`src/rtl/uart_stream_tx.sv`:
```
// uart_stream_tx: serializes BYTES_PER_BEAT bytes of each 64-bit stream beat onto an 8N1 UART line, LSB byte first.
// Define UART_TX_PARITY_EN to insert an even-parity bit between data and stop (11-bit frames).
module uart_stream_tx #(
    parameter int CLK_FREQ       = 100_000_000,
    parameter int BAUD_RATE      = 115200,
    parameter int BYTES_PER_BEAT = 8
) (
    input  logic        i_clk,
    input  logic        i_rst_n,
    input  logic [63:0] i_s_axis_tdata,
    input  logic        i_s_axis_tvalid,
    input  logic        i_s_axis_tlast,
    output logic        o_s_axis_tready,
    output logic        o_tx,
    output logic        o_busy,
    output logic        o_byte_done,
    output logic        o_pkt_done
);
    localparam int BAUD_DIV = CLK_FREQ / BAUD_RATE;
    localparam int CW = (BAUD_DIV > 2) ? $clog2(BAUD_DIV) : 1;
    localparam logic [CW-1:0] BAUD_MAX = CW'(BAUD_DIV - 1);
    localparam logic [2:0] LAST_BYTE = 3'(BYTES_PER_BEAT - 1);

    generate
        if (BAUD_DIV < 2) begin : g_bad_baud
            $error("uart_stream_tx: CLK_FREQ/BAUD_RATE must be at least 2");
        end
        if (BYTES_PER_BEAT < 1 || BYTES_PER_BEAT > 8) begin : g_bad_bytes
            $error("uart_stream_tx: BYTES_PER_BEAT must be within 1..8");
        end
    endgenerate

    typedef enum logic [2:0] {
        S_IDLE,
        S_START,
        S_DATA,
`ifdef UART_TX_PARITY_EN
        S_PARITY,
`endif
        S_STOP
    } state_t;

    state_t        state_q, state_d;
    logic [CW-1:0] cnt_q, cnt_d;
    logic [2:0]    bit_q, bit_d;
    logic [2:0]    byte_q, byte_d;
    logic [63:0]   sh_q, sh_d;
    logic          last_q, last_d;
    logic          tx_q, tx_d;
    logic          rdy_q, rdy_d;
    logic          busy_q, busy_d;
    logic          byte_done_q, byte_done_d;
    logic          pkt_done_q, pkt_done_d;
    logic          tick;
    logic [7:0]    cur;

    always_comb begin
        state_d = state_q;
        bit_d   = bit_q;
        byte_d  = byte_q;
        sh_d    = sh_q;
        last_d  = last_q;
        tick    = (cnt_q == BAUD_MAX);
        cnt_d   = tick ? '0 : cnt_q + 1'b1;
        case (state_q)
            S_IDLE: begin
                cnt_d = '0;
                if (i_s_axis_tvalid && rdy_q) begin
                    sh_d    = i_s_axis_tdata;
                    last_d  = i_s_axis_tlast;
                    byte_d  = '0;
                    state_d = S_START;
                end
            end
            S_START: begin
                if (tick) begin
                    bit_d   = '0;
                    state_d = S_DATA;
                end
            end
            S_DATA: begin
                if (tick) begin
                    bit_d = bit_q + 3'd1;
`ifdef UART_TX_PARITY_EN
                    if (bit_q == 3'd7) state_d = S_PARITY;
`else
                    if (bit_q == 3'd7) state_d = S_STOP;
`endif
                end
            end
`ifdef UART_TX_PARITY_EN
            S_PARITY: begin
                if (tick) state_d = S_STOP;
            end
`endif
            S_STOP: begin
                if (tick) begin
                    if (byte_q == LAST_BYTE) begin
                        state_d = S_IDLE;
                    end else begin
                        sh_d    = sh_q >> 8;
                        byte_d  = byte_q + 3'd1;
                        state_d = S_START;
                    end
                end
            end
            default: state_d = S_IDLE;
        endcase
        // outputs are registered from next-state so they line up with the state they describe
        cur  = sh_d[7:0];
        tx_d = (state_d == S_START) ? 1'b0 :
               (state_d == S_DATA)  ? cur[bit_d] :
`ifdef UART_TX_PARITY_EN
               (state_d == S_PARITY) ? ^cur :
`endif
               1'b1;
        rdy_d       = (state_d == S_IDLE);
        busy_d      = (state_d != S_IDLE);
        byte_done_d = (state_d == S_STOP) && (cnt_d == BAUD_MAX);
        pkt_done_d  = byte_done_d && (byte_d == LAST_BYTE) && last_d;
    end

    always_ff @(posedge i_clk or negedge i_rst_n) begin
        if (!i_rst_n) begin
            state_q     <= S_IDLE;
            cnt_q       <= '0;
            bit_q       <= '0;
            byte_q      <= '0;
            sh_q        <= '0;
            last_q      <= 1'b0;
            tx_q        <= 1'b1;
            rdy_q       <= 1'b1;
            busy_q      <= 1'b0;
            byte_done_q <= 1'b0;
            pkt_done_q  <= 1'b0;
        end else begin
            state_q     <= state_d;
            cnt_q       <= cnt_d;
            bit_q       <= bit_d;
            byte_q      <= byte_d;
            sh_q        <= sh_d;
            last_q      <= last_d;
            tx_q        <= tx_d;
            rdy_q       <= rdy_d;
            busy_q      <= busy_d;
            byte_done_q <= byte_done_d;
            pkt_done_q  <= pkt_done_d;
        end
    end

    assign o_s_axis_tready = rdy_q;
    assign o_tx            = tx_q;
    assign o_busy          = busy_q;
    assign o_byte_done     = byte_done_q;
    assign o_pkt_done      = pkt_done_q;
endmodule

```
`config.mk`:
```
export PLATFORM = sky130hd
export DESIGN_NAME = uart_stream_tx
export DESIGN_NICKNAME = d
export VERILOG_FILES = /design/src/rtl/uart_stream_tx.sv
export SDC_FILE = /design/constraint.sdc
export NUM_CORES = 1
export LEC_CHECK = 0
export ABC_AREA = 1
export CAP_MARGIN = 20
export CORE_UTILIZATION = 30
export CTS_CLUSTER_DIAMETER = 150
export DETAILED_ROUTE_END_ITERATION = 8
export PLACE_DENSITY = 0.51
export SLEW_MARGIN = 30
export SYNTH_ARGS = -nofsm -noshare
export SYNTH_HDL_FRONTEND = slang
export SYNTH_SLANG_ARGS = --single-unit
```
`constraint.sdc`:
```
create_clock -name i_clk -period 2.7 [get_ports i_clk]
set_input_delay 0.81 -clock i_clk [delete_from_list [all_inputs] [get_ports i_clk]]
set_output_delay 0.81 -clock i_clk [all_outputs]
set_load 0.01 [all_outputs]
```
# Word-level counts from Yosys, hierarchy flattened
# Cells that the tools add are included.
[totals] elab_cells=65 out_inout_bits=5 register_bits=89
[classes] reduce_logical=9 eq_ne=14 mux=26 add_sub_neg=3 order_cmp=1
[ops] op="2-to-1 mux 64 bit" count=3
[ops] op="one-hot mux 64 bit (2 select lines)" count=1
[ops] op="2-to-1 mux 3 bit" count=10
[ops] op="equality test 10 bit, second input constant" count=2
[ops] op="2-to-1 mux 10 bit" count=2
[ops] op="equality test 3 x 2 -> 1 bit, second input constant" count=4
[ops] op="one-hot mux 3 bit (2 select lines)" count=2
[ops] op="one-hot mux 3 bit (4 select lines)" count=1
[ops] op="adder 10 x 1 -> 10 bit, second input constant" count=1
[ops] op="equality test 3 bit, second input constant" count=3
[ops] op="adder 3 x 1 -> 3 bit, second input constant" count=2
[ops] op="equality test 3 x 1 -> 1 bit, second input constant" count=2
[ops] op="logical NOT 3 bit" count=2
[ops] op="2-to-1 mux 1 bit" count=6
[ops] op="!= test 2 bit, second input constant" count=3
[ops] op="logical AND 1 bit" count=4
[ops] op="less-than comparator 3 x 4 -> 1 bit, second input constant" count=1
[ops] op="AND reduction 4 bit" count=1
[ops] op="binary-select mux 1 bit (select 3 bit)" count=1
[ops] op="nonzero test 3 bit" count=1
[ops] op="nonzero test 2 bit" count=1

# Depth between registers and ports, before layout
# Gate-level depths: netlist (run 1).
[depth] word_depth=8 depth_mapped=13 mapped_depth_nobuf=13

# Least setup slack after synthesis (run 1)
# OpenSTA, ideal clock, no wires.
[synth_timing] kind="reg-to-reg" start="reg cnt_q[0]" end="reg tx_q (netlist: o_tx)" synth_period_minus_slack_ns=2.050 setup_ns=0.076 setup_slack_ns=0.650 n_path_buf=0 arrival_time_ns=1.974 stages_incl_launch_ff=14 path_cell_list="dfrtp_1 > ha_1 > nand2_1 > nor3b_2 > nand2_2 > ha_1 > nor2_1 > nand3b_1 > inv_1 > nand3_1 > nand3_1 > nand3_1 > nand3_1 > nand2_1"
[synth_via] elab_chain_len=7 word_cells_on_any_way=16 classes_between="3 x eq/ne; 13 x mux"
[synth_rtl] element="from (decl)" line="44" text="logic [CW-1:0] cnt_q, cnt_d;"
[synth_rtl] element="from (signal assigned)" line="138" text="cnt_q <= cnt_d;"
[synth_rtl] element="equality test 10 bit *" line="63" text="tick = (cnt_q == BAUD_MAX);"
[synth_rtl] element="2-to-1 mux 3 bit (on tied branches)" line="82, 76"
[synth_rtl] element="one-hot mux 3 bit (2 select lines) *" line="65" text="case (state_q)"
[synth_rtl] element="net bit_d[0]" line="45" text="logic [2:0] bit_q, bit_d;"
[synth_rtl] element="binary-select mux 1 bit (select 3 bit) *" line="112" text="(state_d == S_DATA) ? cur[bit_d] :"
[synth_rtl] element="2-to-1 mux 1 bit (implied by the code) *" line="112"
[synth_rtl] element="2-to-1 mux 1 bit *" line="112"
[synth_rtl] element="2-to-1 mux 1 bit *" line="111" text="tx_d = (state_d == S_START) ? 1'b0 :"
[synth_rtl] element="net tx_d" line="49" text="logic tx_q, tx_d;"
[synth_rtl] element="to (signal assigned)" line="143" text="tx_q <= tx_d;"
[synth_rtl] element="to (decl)" line="49"
# The timed path passes the listed nets; every way through them passes the cells marked *. The select of a mux whose other input is x is not followed.
# A chain may end at the register's enable or synchronous reset.

# Worst setup path in the final report (run 1)
# Same ends and word-level chain as after synthesis.

==> run metrics, run 1 <==
register area share after synthesis 0.504; cell count after synthesis 536; largest net degree at the start of global routing 57; Startpoint Class register; CTS tree built; Clock Skews 8.86 ps; Slew HR 0.618; DIE HEIGHT 123 µm; H-tree Lvls 3; Synth Cell Area 4430 µm²; Final setup viols 0; outcome complete, no violations; Post-Syn Area per Cell 8.26 µm²; CP dominant cell by count nand3_1; WL final 10700 µm; crit-path cells ha_1 > nand2_1 > nor3b_2 > nand2_2 > ha_1 > nor2_1 > nand3b_1 > inv_1 > nand3_1 > nand3_1 > nand3_1 > nand3_1 > nand2_1; yosys warns 0; number of fillers in the final layout 1482; Slew @ Worst Pin 571 ps; clk buf depth 2; Resize count post-CTS 0; count of different cell masters after synthesis 35; Total GRT Usage 0.157; CTS root buf clkbuf_16; vias in the first global route 3912; Final Instance Area 5630 µm²; Post-DRT Antenna Nets 0; placed inst area 5350 µm²; Multi-input gate area 1720 µm²; Clk pin slew, worst setup/hold paths 70 ps; Die Wd 123 µm; Syn Nets 609; post-route minimum period 2430 ps; Crit Path Max Fanout 6; crit end category register; initial antenna violation count 0; Crit path arrival time 2710 ps; Area growth syn-to-layout 27.1%; Max Cap Viol 0; core area 14500 µm²; ANT cells 0; vias 3742; Fmax 0.412 GHz; first-pass GRT wire length 18600 µm; EDFF count, synth 0; asr flop ratio synth 1.00; slack of the critical path 270 ps; setup bufs post-CTS 0; Port Buf Inserts 72; total global routing overflow 0; hpwl dp 7790 µm; DR pass1 iterations 4; Num CTS Buffers 9; share of cells above drive strength 1 0.0686; Hold Path Class in -> async; CP max stage cell dfrtp_1; die footprint 15200 µm²; initial DRC count 256; power share of the clock group 0.344; unrepaired setup endpoints after global routing no; TNS Setup 0 ps; Sink Count 89; ys flop type dfrtp_1; Post-CTS Hold Fix Bufs 0; DRC viols 0; critical path data required time 2980 ps; sw power 0.983 mW; Comb pwr share 0.186; Internal 2.50 mW; GP Congestion 0.847; Hold Fails Final Rpt 0; Initial Util 0.306; critical path class reg -> reg; Lkg Pwr 2.66 nW; Slew Viols, Final 0; period utilisation layout 0.900; net switching fraction of the power 0.282; FF/Latch Area 2230 µm²; Place WS 247 ps; Worst-Skew Late Latency 350 ps; drt via density 4.70; Power Density 620 nW/µm²; Slowest Stage Delay on Critical Path 400 ps; Site Rows 44; Final #Nets 680; Avg WL per Cell 13.5 µm; worst vdd ir 349 µV; Sequential Power Share 0.470; Ports 73; Yosys reg bits 89
critical path, delay by kind of cell, from the launching register on:
kind	cells	cell delay (ps)
adder cells (fa/ha/maj)	2	590
buffers and inverters	1	200
flip-flops	1	400
AND/OR/NAND/NOR	10	1160
layout make-up:
| cell class | instances | area share |
|---|---|---|
| timing repair buffer | 79 | 0.144 |
| clock buffer | 11 | 0.0431 |
| tap | 184 | 0.0409 |
| multi-input combinational | 332 | 0.305 |
| clock inverter | 5 | 0.00689 |
| inverter | 96 | 0.0640 |
| sequential | 89 | 0.396 |
power by group through the flow:
stage,sequential (mW),clock (mW),combinational (mW)
3_5_place_dp,1.67,0,0.656
4_1_cts,1.64,1.24,0.660
3_3_place_gp,1.66,0,0.642
5_1_grt,1.67,1.30,0.749
6_report,1.64,1.20,0.649
2_1_floorplan,1.64,0,0.404
worst paths after layout:
check,endpoint,slack (ps),from,cells after the start
worst max register to register,o_tx$_DFF_PN1_,270,cnt_q[0]$_DFF_PN0_,13
min in group i_clk,cnt_q[0]$_DFF_PN0_,510,cnt_q[0]$_DFF_PN0_,1
worst min-delay path,o_busy$_DFF_PN0_,380,i_rst_n,1
worst max-delay path,o_tx$_DFF_PN1_,270,cnt_q[0]$_DFF_PN0_,13
worst min register to register,cnt_q[0]$_DFF_PN0_,510,cnt_q[0]$_DFF_PN0_,1
max in group asynchronous,o_tx$_DFF_PN1_,1700,i_rst_n,2
registers in the layout, summed over array words and instances, names as in the netlist:
signal,flops
o_byte_done,1
bit_q,3
o_tx,1
o_s_axis_tready,1
sh_q,64
last_q,1
state_q,3
o_busy,1
o_pkt_done,1
byte_q,3
cnt_q,10
cell usage after synthesis (3+ instances only):
library cell / count / share of area
nand2_2: 3 / 0.0042
o21ai_0: 19 / 0.021
buf_2: 9 / 0.010
dfrtp_1: 87 / 0.49
nor2_2: 4 / 0.0057
ha_1: 5 / 0.014
o221ai_1: 41 / 0.081
a21oi_1: 5 / 0.0057
nand3_1: 37 / 0.042
o211ai_1: 7 / 0.012
nor2_1: 26 / 0.022
inv_1: 91 / 0.077
nand3_2: 3 / 0.0068
inv_2: 4 / 0.0034
nand2_1: 163 / 0.14
nand4_1: 5 / 0.0071
buf_6: 5 / 0.013
metrics by stage:
step,util,std cells,hold WS [ps],power [mW]
5_1_grt,0.389,796,418,3.71
6_report,0.389,796,385,3.49
2_1_floorplan,-,536,467,2.05
4_1_cts,0.389,796,401,3.54
3_3_place_gp,0.369,780,484,2.30
3_5_place_dp,0.369,780,493,2.32
logic make-up (layout without fill, tap and decap cells):
group                      count (synthesis)  after routing  synth area share
xor gates and xnor gates                   2              2           0.00396
muxes                                      1              1           0.00226
other                                      1              1          0.000847
adders and majority gates                  5              5            0.0141
buffers and inverters                    115            191             0.109
and+or+nand+nor                          247            247             0.237
AOI/OAI and AO/OA                         76             76             0.129
DFF                                       89             89             0.504
layout by cell type (no fill, tap or decap), types with 4 or more instances in the layout:
master           netlist  layout
a21oi_1                5       5
buf_4                  1       5
clkbuf_16              0       9
clkdlybuf4s50_1        0      71
dfrtp_1               87      87
ha_1                   5       5
inv_1                 91      91
inv_2                  4       4
nand2_1              163     163
nand3_1               37      37
nand4_1                5       5
nor2_1                26      26
o211ai_1               7       7
o21ai_0               19      19
o221ai_1              41      41
routing by layer:
| layer | GRT usage | share of wire |
|---|---|---|
| met5 | 0 | 0 |
| met1 | 0.205 | 0.47 |
| met4 | 0.0369 | 0.011 |
| met2 | 0.251 | 0.47 |
| met3 | 0.0517 | 0.053 |
No activity file was read; power rests on OpenSTA's default activity.
==> inputs of run 2 (changes only) <==
Settings changed: CORE_ASPECT_RATIO set to 0.9, CORE_MARGIN set to 1.
==> run 2 against run 1 <==
Worst hold slack better by 60 ps. Global-route usage about the same. Via count down 0.24%. Sequential cell count unchanged. Utilization up 0.89 points. Total power up 1.8%. Worst setup slack better by 76 ps. First-iteration DRC count down 37%. Register-to-register slack better by 80 ps. Sequential share of layout area down 0.15 points. Critical path depth unchanged. Largest power group unchanged.
==> run metrics, run 2 (synthesized netlist as in run 1, its figures left out) <==
outcome complete, no violations; Clk pin slew, worst setup/hold paths 60 ps; critical path data required time 2970 ps; power share of the clock group 0.356; unrepaired setup endpoints after global routing no; met1 wire length 5260 µm; share of cells above drive strength 1 0.0685; net switching fraction of the power 0.276; Slowest Stage Delay on Critical Path 400 ps; Worst-Skew Late Latency 340 ps; DIE HEIGHT 117 µm; Die Wd 130 µm; CP bufs+invs 1; hpwl dp 7850 µm; CP max stage cell dfrtp_1; Post-DRT Antenna Nets 0; CP dominant cell by count nand3_1; initial DRC count 161; die footprint 15200 µm²; FF-to-FF Start cnt_q[0]$_DFF_PN0_; vias in the first global route 3704; Crit Path Max Fanout 5; initial antenna violation count 0; DR WL met2 4880 µm; first-pass GRT wire length 18200 µm; biggest regs sh_q: 64 flops, cnt_q: 10 flops; Num CTS Buffers 9; DRC viols 0; Startpoint Class register; Worst setup startpoint cnt_q[0]$_DFF_PN0_; Power Density 628 nW/µm²; sw power 0.980 mW; Area growth syn-to-layout 27.6%; Slew @ Worst Pin 516 ps; Post-CTS Hold Fix Bufs 0; R2R depth 13; Resize count post-CTS 0; Power, Total 3.55 mW; period utilisation layout 0.872; Hold Fails Final Rpt 0; H-tree Lvls 3; DR pass1 iterations 4; commonest non-fill, non-tap cell in the layout nand2_1; Lkg Pwr 2.66 nW; Initial Util 0.312; Crit path arrival time 2630 ps; ANT cells 0; Final Instance Area 5650 µm²; Sequential Power Share 0.462; Core Util, Final 0.398; Slew HR 0.656; Fmax 0.425 GHz; placed inst area 5350 µm²; CP delay by family, top simple AND/OR/NAND/NOR gates; Port Buf Inserts 72; max reg flops 64; Comb pwr share 0.182; Site Rows 41; Hold Path Class in -> async; slack of the critical path 346 ps; clk buf depth 2; Avg WL per Cell 13.5 µm; Max Cap Viol 0; largest net degree at the start of global routing 54; crit end category register; GP Congestion 0.911; crit-path cells ha_1 > nand2_1 > nor3b_2 > nand2_2 > ha_1 > nor2_1 > nand3b_1 > inv_1 > nand3_1 > nand3_1 > nand3_1 > nand3_1 > nand2_1; Clock Skews 12.4 ps; setup bufs post-CTS 0; Final setup viols 0; Place WS 202 ps; Final #Nets 681; vias 3733; Ports 73; post-route minimum period 2350 ps; worst vdd ir 300 µV; TNS Setup 0 ps; Sink Count 89; top sig layer met4; total global routing overflow 0; WL final 10900 µm; CTS tree built; highest-count cells in the layout ignoring fill and taps 163 x nand2_1, 91 x inv_1, 87 x dfrtp_1; R2R setup slack 350 ps; Total GRT Usage 0.157; Largest Register sh_q; Routed met3 length 633 µm; core area 14200 µm²; Internal 2.57 mW; drt via density 4.63; Slew Viols, Final 0; critical path class reg -> reg; RR Endpoint o_tx$_DFF_PN1_; CTS root buf clkbuf_16
-- run 2: final cells by class --
class                           count  area (µm²)
Sequential cell                    89        2230
Timing Repair Buffer               80         803
Clock inverter                      5        63.8
Multi-Input combinational cell    332        1720
Clock buffer                       11         233
Fill cell                        1482        8560
Inverter                           96         360
Tap cell                          193         241
-- run 2: power by group through the flow --
| stage | sequential [mW] | clock [mW] | combinational, mW |
|---|---|---|---|
| after floorplan | 1.64 | 0 | 0.404 |
| after global placement | 1.66 | 0 | 0.638 |
| after detailed placement | 1.67 | 0 | 0.652 |
| after CTS | 1.64 | 1.29 | 0.655 |
| after global routing | 1.67 | 1.34 | 0.743 |
| final | 1.64 | 1.26 | 0.646 |
-- run 2: how the worst max path moves through the flow --
stage | cells past startpoint | to | slack [ps]
final | 13 | o_tx$_DFF_PN1_ | 350
after global routing | 13 | o_tx$_DFF_PN1_ | 60
after CTS | 13 | o_tx$_DFF_PN1_ | 270
after detailed placement | 6 | sh_q[13]$_DFFE_PN0P_ | 200
after global placement | 6 | sh_q[13]$_DFFE_PN0P_ | 220
after floorplan | 13 | o_tx$_DFF_PN1_ | 650
-- run 2: routing by layer --
layer  track usage  vias to the layer above
li1              -                     1879
met1         0.208                     1738
met2         0.251                      104
met3        0.0495                       12
met4        0.0341                        0
met5             0                        -
-- run 2: stage by stage --
stage,std cells,hold slack [ps]
4_1_cts,805,453
5_1_grt,806,472
3_3_place_gp,789,489
2_1_floorplan,536,467
6_report,806,445
3_5_place_dp,789,498
==> inputs of run 3 (changes only) <==
Settings changed: PLACE_DENSITY 0.51 to 0.62.
==> run 3 against run 2 <==
Clock power about the same. Fmax fell by 2.1%. First-iteration DRC count grew 56%. Critical path type unchanged. Critical endpoint unchanged.
==> run metrics, run 3 (synthesized netlist as in run 1, its figures left out) <==
initial antenna violation count 0; Area growth syn-to-layout 27.6%; biggest regs sh_q: 64 flops, cnt_q: 10 flops; DRC viols 0; Initial Util 0.312; critical path class reg -> reg; Clock Skews 8.03 ps; Crit path arrival time 2670 ps; R2R depth 13; worst vdd ir 349 µV; Comb pwr share 0.179; Power Density 633 nW/µm²; Internal 2.60 mW; Clk pin slew, worst setup/hold paths 70 ps; DIE HEIGHT 117 µm; sw power 0.975 mW; net switching fraction of the power 0.273; post-route minimum period 2400 ps; Largest Register sh_q; drt via density 4.58; hpwl dp 7900 µm; unrepaired setup endpoints after global routing no; crit-path cells ha_1 > nand2_1 > nor3b_2 > nand2_2 > ha_1 > nor2_1 > nand3b_1 > inv_1 > nand3_1 > nand3_1 > nand3_1 > nand3_1 > nand2_1; total global routing overflow 0; largest net degree at the start of global routing 71; Slew Viols, Final 0; Hold Slack 359 ps; CP dominant cell by count nand3_1; Lkg Pwr 2.66 nW; ANT cells 0; Final setup viols 0; Power, Total 3.58 mW; Site Rows 41; CP max stage cell dfrtp_1; max reg flops 64; FF-to-FF Start cnt_q[0]$_DFF_PN0_; Post-DRT Antenna Nets 0; Total GRT Usage 0.154; first-pass GRT wire length 18300 µm; CTS tree built; power share of the clock group 0.361; share of cells above drive strength 1 0.0687; Slowest Stage Delay on Critical Path 420 ps; Sink Count 89; DR pass1 iterations 4; Final #Nets 679; Hold Path Class in -> async; GP Congestion 0.831; WL final 10800 µm; Core Util, Final 0.398; vias in the first global route 3803; crit end category register; Multi-input gate area 1720 µm²; placed inst area 5340 µm²; Avg WL per Cell 13.4 µm; highest-count cells in the layout ignoring fill and taps 163 x nand2_1, 91 x inv_1, 87 x dfrtp_1; Sequential Power Share 0.460; Place WS 250 ps; H-tree Lvls 3; CTS root buf clkbuf_16; Ports 73; Worst setup startpoint cnt_q[0]$_DFF_PN0_; Final Instance Area 5650 µm²; critical path data required time 2970 ps; post-route insts no fill 804; commonest non-fill, non-tap cell in the layout nand2_1; FF/Latch Area 2230 µm²; Post-CTS Hold Fix Bufs 0; Num CTS Buffers 9; clk buf depth 2; Crit Path Max Fanout 6; Slew @ Worst Pin 521 ps; Hold Fails Final Rpt 0; Max Cap Viol 0; Die Wd 130 µm; Worst-Skew Late Latency 340 ps; core area 14200 µm²; vias 3683; outcome complete, no violations; initial DRC count 251; period utilisation layout 0.890; slack of the critical path 296 ps; Cells after DPL 788; Fmax 0.416 GHz; number of fillers in the final layout 1420; Startpoint Class register; R2R setup slack 300 ps; setup bufs post-CTS 0; RR Endpoint o_tx$_DFF_PN1_; Port Buf Inserts 72; die footprint 15200 µm²; TNS Setup 0 ps; Slew HR 0.653; Resize count post-CTS 0
[run 3: changes by cell type in the layout (fill, tap and decap cells not counted), sizes merged]
cell / change
clkinvlp: +1
inv: +2
buf: -2
clkinv: -2
clkbuf: -1
[run 3: power groups by stage]
| stage | Sequential [mW] | Combinational [mW] | Clock [mW] |
|---|---|---|---|
| 2_1_floorplan | 1.64 | 0.404 | 0 |
| 6_report | 1.64 | 0.640 | 1.29 |
| 4_1_cts | 1.64 | 0.649 | 1.33 |
| 5_1_grt | 1.67 | 0.737 | 1.39 |
| 3_3_place_gp | 1.66 | 0.633 | 0 |
| 3_5_place_dp | 1.67 | 0.646 | 0 |
[run 3: worst max-delay path, delay by kind of cell, from the launching register on]
| family | cells | cell delay, ps |
|---|---|---|
| AND/OR/NAND/NOR | 10 | 1150 |
| adder cells (fa/ha/maj) | 2 | 580 |
| flip-flops | 1 | 420 |
| buffers and inverters | 1 | 200 |
[run 3: worst max path at each step]
stage	to	slack [ps]
2_1_floorplan	o_tx$_DFF_PN1_	650
3_3_place_gp	o_tx$_DFF_PN1_	290
3_5_place_dp	sh_q[19]$_DFFE_PN0P_	250
4_1_cts	o_tx$_DFF_PN1_	280
5_1_grt	o_tx$_DFF_PN1_	6
6_report	o_tx$_DFF_PN1_	300
[run 3: layout make-up]
class / instances / area share
multi-input cells: 332 / 0.304
well taps: 193 / 0.0427
clock inverters: 6 / 0.0131
flip-flops and latches: 89 / 0.395
repair buffers: 78 / 0.140
inverters: 96 / 0.0638
clock buffers: 10 / 0.0423
[run 3: routing by layer]
| layer | up-vias | wire length, µm | GRT usage |
|---|---|---|---|
| li1 | 1879 | - | - |
| met1 | 1699 | 5230 | 0.215 |
| met5 | - | 0 | 0 |
| met2 | 98 | 4900 | 0.246 |
| met3 | 7 | 569 | 0.0336 |
| met4 | 0 | 66 | 0.0333 |
